===== src/rtl/pipelined_shift_unit.sv =====
// Pipelined barrel shifter: log2(N) registered stages, valid/ready on both sides.
// Define SHIFT_UNIT_ROTATE_EN to build the rotate-left datapath for mode 11.
module pipelined_shift_unit #(
    parameter  int N = 8,
    localparam int W = $clog2(N)
) (
    input  logic         clk,
    input  logic         rst_n,
    input  logic         in_valid,
    output logic         in_ready,
    input  logic [N-1:0] in_data,
    input  logic [W-1:0] in_amt,
    input  logic [1:0]   in_mode,
    output logic         out_valid,
    input  logic         out_ready,
    output logic [N-1:0] out_data
);

    typedef enum logic [1:0] {
        MODE_LSL = 2'b00,
        MODE_LSR = 2'b01,
        MODE_ASR = 2'b10,
        MODE_ROL = 2'b11
    } mode_e;

    // Registered state of each stage
    logic [N-1:0] stg_data [W];
    logic [W-1:0] stg_amt  [W];
    mode_e        stg_mode [W];
    logic         stg_sign [W];
    logic         stg_vld  [W];

    // Inputs seen by each stage and the values it will register
    logic [N-1:0] cur_data [W];
    logic [W-1:0] cur_amt  [W];
    mode_e        cur_mode [W];
    logic         cur_sign [W];
    logic         cur_vld  [W];
    logic [N-1:0] nxt_data [W];

    logic advance;

    // Shift by a fixed distance s; ASR fills from the carried sign, not the current MSB.
    function automatic logic [N-1:0] shift_by(input logic [N-1:0] d, input int unsigned s,
                                              input mode_e mode, input logic sign);
        logic [N-1:0] r;
        logic [N-1:0] fill;
        fill = sign ? ~({N{1'b1}} >> s) : '0;
        case (mode)
            MODE_LSR: r = d >> s;
            MODE_ASR: r = (d >> s) | fill;
`ifdef SHIFT_UNIT_ROTATE_EN
            MODE_ROL: r = (d << s) | (d >> (N - s));
`endif
            default:  r = d << s;
        endcase
        return r;
    endfunction

    assign advance   = !stg_vld[W-1] || out_ready;
    assign in_ready  = advance;
    assign out_valid = stg_vld[W-1];
    assign out_data  = stg_data[W-1];

    always_comb begin
        cur_data[0] = in_data;
        cur_amt[0]  = in_amt;
        cur_mode[0] = mode_e'(in_mode);
        cur_sign[0] = in_data[N-1];
        cur_vld[0]  = in_valid;
        for (int k = 1; k < W; k++) begin
            cur_data[k] = stg_data[k-1];
            cur_amt[k]  = stg_amt[k-1];
            cur_mode[k] = stg_mode[k-1];
            cur_sign[k] = stg_sign[k-1];
            cur_vld[k]  = stg_vld[k-1];
        end
        for (int k = 0; k < W; k++) begin
            nxt_data[k] = cur_amt[k][k] ? shift_by(cur_data[k], 1 << k, cur_mode[k], cur_sign[k])
                                        : cur_data[k];
        end
    end

    // NOTE: every stage register, data included, is reset so out_data reads 0 straight out of reset;
    // all state uses non-blocking assignments so each stage samples its predecessor's old value.
    always_ff @(posedge clk or negedge rst_n) begin
        if (!rst_n) begin
            for (int k = 0; k < W; k++) begin
                stg_data[k] <= '0;
                stg_amt[k]  <= '0;
                stg_mode[k] <= MODE_LSL;
                stg_sign[k] <= 1'b0;
                stg_vld[k]  <= 1'b0;
            end
        end else if (advance) begin
            for (int k = 0; k < W; k++) begin
                stg_data[k] <= nxt_data[k];
                stg_amt[k]  <= cur_amt[k];
                stg_mode[k] <= cur_mode[k];
                stg_sign[k] <= cur_sign[k];
                stg_vld[k]  <= cur_vld[k];
            end
        end
    end

endmodule


===== config.mk =====
export PLATFORM = sky130hd
export DESIGN_NAME = pipelined_shift_unit
export DESIGN_NICKNAME = d
export VERILOG_FILES = /design/src/rtl/pipelined_shift_unit.sv
export SDC_FILE = /design/constraint.sdc
export NUM_CORES = 1
export LEC_CHECK = 0
export CAP_MARGIN = 20
export CELL_PAD_IN_SITES_DETAIL_PLACEMENT = 1
export CELL_PAD_IN_SITES_GLOBAL_PLACEMENT = 1
export CORE_ASPECT_RATIO = 1.2
export CORE_MARGIN = 8
export CORE_UTILIZATION = 37
export CTS_BUF_LIST = sky130_fd_sc_hd__clkbuf_16
export DETAILED_ROUTE_END_ITERATION = 7
export PLACE_DENSITY_LB_ADDON = 0.08
export SYNTH_ARGS = -nofsm -noshare
export SYNTH_HDL_FRONTEND = slang
export SYNTH_SLANG_ARGS = --single-unit

===== constraint.sdc =====
create_clock -name clk -period 1.4 [get_ports clk]
set_input_delay 0.28 -clock clk [delete_from_list [all_inputs] [get_ports clk]]
set_output_delay 0.28 -clock clk [all_outputs]
set_load 0.01 [all_outputs]

# == Word-level counts from Yosys, hierarchy flattened ==
# Cells that the tools add are included.
# classes
n_reduce_logical,2
n_eq_ne,6
muxes,9
n_bitwise,3
# ops
cell,count
8-bit 2-to-1 mux,6
8-bit one-hot mux with 2 select lines,3
4-bit by 8-bit bitwise OR with 8-bit output,1
6-bit by 8-bit bitwise OR with 8-bit output,1
7-bit by 8-bit bitwise OR with 8-bit output,1
"2-bit by 1-bit == test with 1-bit output, second input constant",3
"2-bit == test, second input constant",3
1-bit zero test,1
1-bit logical OR,1
# totals
register_bits,39
wordCells,32

# == Depth between registers and ports, before layout ==
# logic_depth
ltp_word,4
mapped_depth,6
depth_no_buf,5

# == Worst setup path after synthesis ==
# No wires, ideal clock.
# synth_path
kind,input -> register
startpoint,in in_mode[0]
endpoint,reg stg_data (netlist bit cur_data[8])
cell_stages,5
arrival_ns,1.273
setup_ns,0.077
setup_slack_ns,0.049
t_required_ns,1.323
cell_sequence,inv_1 > ha_1 > buf_6 > or3_1 > a21oi_1
# synth_via
elab_chain_cells,3
elab_cells_between_ends,4
# synth_rtl
element,line_no,text
from (decl),13,"input logic [1:0] in_mode,"
2-bit == test or 2-bit by 1-bit == test with 1-bit output (tied branches),49,case (mode)
8-bit one-hot mux with 2 select lines (*),49,
8-bit 2-to-1 mux (*),79,"nxt_data[k] = cur_amt[k][k] ? shift_by(cur_data[k], 1 << k, cur_mode[k], cur_sign[k])"
"to (signal, indexed assignment)",97,stg_data[k] <= nxt_data[k];
to (decl),27,logic [N-1:0] stg_data [W];
# Mark *: on every way between the ends. The rest lies on a longest branch, timed or not.
# A chain may end at the register's enable or synchronous reset.

# == Worst setup path in the final report ==
# layout_path
startpoint,reg stg_mode (netlist bit cur_mode[3])
endpoint,reg stg_data (netlist bit cur_data[0])
# layout_via
elab_chain_cells,3
elab_cells_between_ends,4
# layout_rtl
element,line_no,text
from (decl),29,mode_e stg_mode [W];
"from (signal, indexed assignment)",99,stg_mode[k] <= cur_mode[k];
2-bit == test or 2-bit by 1-bit == test with 1-bit output (tied branches),49,
8-bit one-hot mux with 2 select lines (*),49,
8-bit 2-to-1 mux (*),79,
# Marked as above.

==> flow_summary.toml <==
[clock_network]
tritoncts = "yes"
cts_buffers = 5
hold_buffers = 0
clk_pin_slew_ns = 0.06
clock_sinks = 36
cts_buffer_depth = 2
htree_levels = 2
clk_latency_ns = 0.28
cts-root-buf = "clkbuf_16"

[sta]
relSlewSlack_pct = 70.36
setup_violations = 0
finalSetupTns_ns = 0
fmax_mhz = 728.3
slew_viol_final = 0
hold_viol_final = 0
fin_skew_ns = 0.004600
fin_crit_sh_pct = 98.08
worst_slew_pin_slew_ns = 0.4446
fin_crit_ns = 1.373

[run_status]
status = "finished clean"

[synth]
syn-cell-area_um2 = 1909
yosysTopAreaCellShare_pct = 47.18
syn_inst = 222
synth_seq_cells = 36
synth_area_leaders = "dfrtp_1 47%, nand2_1 11%, o21ai_0 9.7%, ha_1 3.9%, o311a_2 2.9%"
avgSynthCellArea_um2 = 8.601
synth_top_cell_by_area = "dfrtp_1"
yosysWarningCount = 0
syn-num-nets = 245
synth_cell_types = 25
yosysSeqAreaShare_pct = 47.18

[worst_setup_path]
worstSetupPathType = "register to register"
cp_num_buf_inv = 1
crit_family = "compound AO/OA/AOI/OAI gates"
critPathCaptureType = "register"
cp_slowest_stage_delay_ns = 0.41
crit_arrival_ns = 1.52
crit_path_max_fanout = 5
worst_setup_path_start_kind = "register"
cpMaxStageDelayCell = "dfrtp_1"
worstPathRequired_ns = 1.55
cp_cell_sequence = "inv_1 > ha_1 > o21ba_4 > a31oi_1 > a21oi_1"
ff2ff_path_depth = 5
cp.depth = 5

[cells_and_area]
final_cell_mix = "57 x nand2_1, 36 x dfrtp_1, 28 x o21ai_0"
fin_util_pct = 51.90
fill_cells = 584
ff_latch_area_um2 = 900.9
finalNetCount = 286
area_growth_pct = 34.27
drive_gt1_share_pct = 18.18
insertedDiodeCount = 0
final_common_cell = "nand2_1"
multi_input_area_um2 = 947.2

[floorplanning]
rows = 28
die_x_um = 81.58
dieHeight_um = 94.69
die_area_um2 = 7724
start_util_pct = 38.65
core_um2 = 4940
ioPinCount = 27

[routing]
totalWireLength_um = 5167
wl_per_cell_um = 15.95
routed_via_density = 5.275
vias = 1709
first_iter_violations = 63
dr.pass1.iters = 2
ant_nets = 0
drcViolationCount = 0

[power]
power.density_nw_per_um2 = 1886
leakagePower_uw = 0.001198
peakVddDrop_uv = 773.4

[placed_design]
post-dp-hpwl_um = 3648
port_buffers = 26
gp_congestion = 0.8755

[worst_hold_path]
hold_path.class = "primary input to async pin"

[grt]
antenna_found_initial = 0
grt_pass1_wl_um = 8652
grt_max_degree = 40
grt_pass1_vias = 1861
grt_overflow = 0
grt_util_all_layers_pct = 14.31

[job]
drv_cap = 0
## report_power, final
group | internal, uW | switching, uW
Combinational | 872 | 934
Clock | 830 | 418
Sequential | 1440 | 341
Total | 3140 | 1690
## Yosys cell counts, drive strengths merged
library cell / n
nand3: 1
inv: 14
nand2b: 5
nor2: 9
o31ai: 1
o21ai: 40
ha: 6
nand3b: 2
o2111ai: 4
nand2: 57
a21oi: 5
and3: 6
dfrtp: 36
o211a: 4
nor2b: 4
or3: 1
o22a: 1
buf: 13
a31oi: 7
o21ba: 1
o311a: 5
## sequential cells by signal, summed over array words and instances (netlist names)
| signal | flops |
|---|---|
| cur_data | 16 |
| cur_sign | 2 |
| cur_mode | 4 |
| cur_amt | 3 |
| cur_vld | 2 |
| out_data | 8 |
| out_valid | 1 |
## per-stage QoR
stage,total power (uW),instances,setup WS (ns),instance area [um^2],hold WS [ns]
after floorplan,2751,222,0.04929,1909,-0.01559
after global placement,3400,313,-0.5159,2308,0.4403
after global routing,5198,324,-0.02031,2564,0.4042
after detailed placement,3496,313,-0.6337,2308,0.4473
final,4836,324,0.02692,2564,0.3795
after CTS,4712,323,0.003551,2511,0.3862
## metal layers
metal	GRT usage, %	share of wire [%]
met4	6.598	2.8
met1	15.10	40
met2	25.51	53
met5	0	0
met3	3.992	4.0
## layout make-up
cell class | instances | area share, %
repair buffers | 47 | 16.54
inverters | 14 | 2.050
clock buffers | 5 | 4.880
flip-flops and latches | 36 | 35.14
clock inverters | 3 | 1.513
multi-input cells | 159 | 36.94
well taps | 60 | 2.928
## worst register-to-register path, cell delays in order, from the launching register on
cell,delay (ns)
dfrtp_1,0.41
inv_1,0.08
ha_1,0.25
o21ba_4,0.23
a31oi_1,0.19
a21oi_1,0.09
## final timing paths
check                                 start          end  slack [ns]
min in group clk                 cur_vld[0]   cur_vld[0]        0.46
max in group asynchronous             rst_n   cur_vld[1]        0.83
worst max register to register  cur_mode[3]  cur_data[0]        0.03
worst max-delay path            cur_mode[3]  cur_data[0]        0.03
worst min register to register   cur_vld[0]   cur_vld[0]        0.46
worst min-delay path                  rst_n  out_data[5]        0.38
## kinds of logic (layout without fill, tap and decap cells)
kind of cell    Yosys count  in the layout  synth area share, %
simple gates             85             85                19.27
flops                    36             36                47.18
compound gates           68             68                22.35
fa+ha+maj                 6              6                3.932
buf+inv                  27             69                7.274
## repair_timing
item / 4_1_cts / 5_1_grt
cloned: 0 / 1
pin swaps: 3 / 7
setup endpoints to repair: 22 / 21
buffers inserted: 2 / 0
gates resized for setup: 29 / 14
Note: power is estimated with default switching activity, not from simulation.
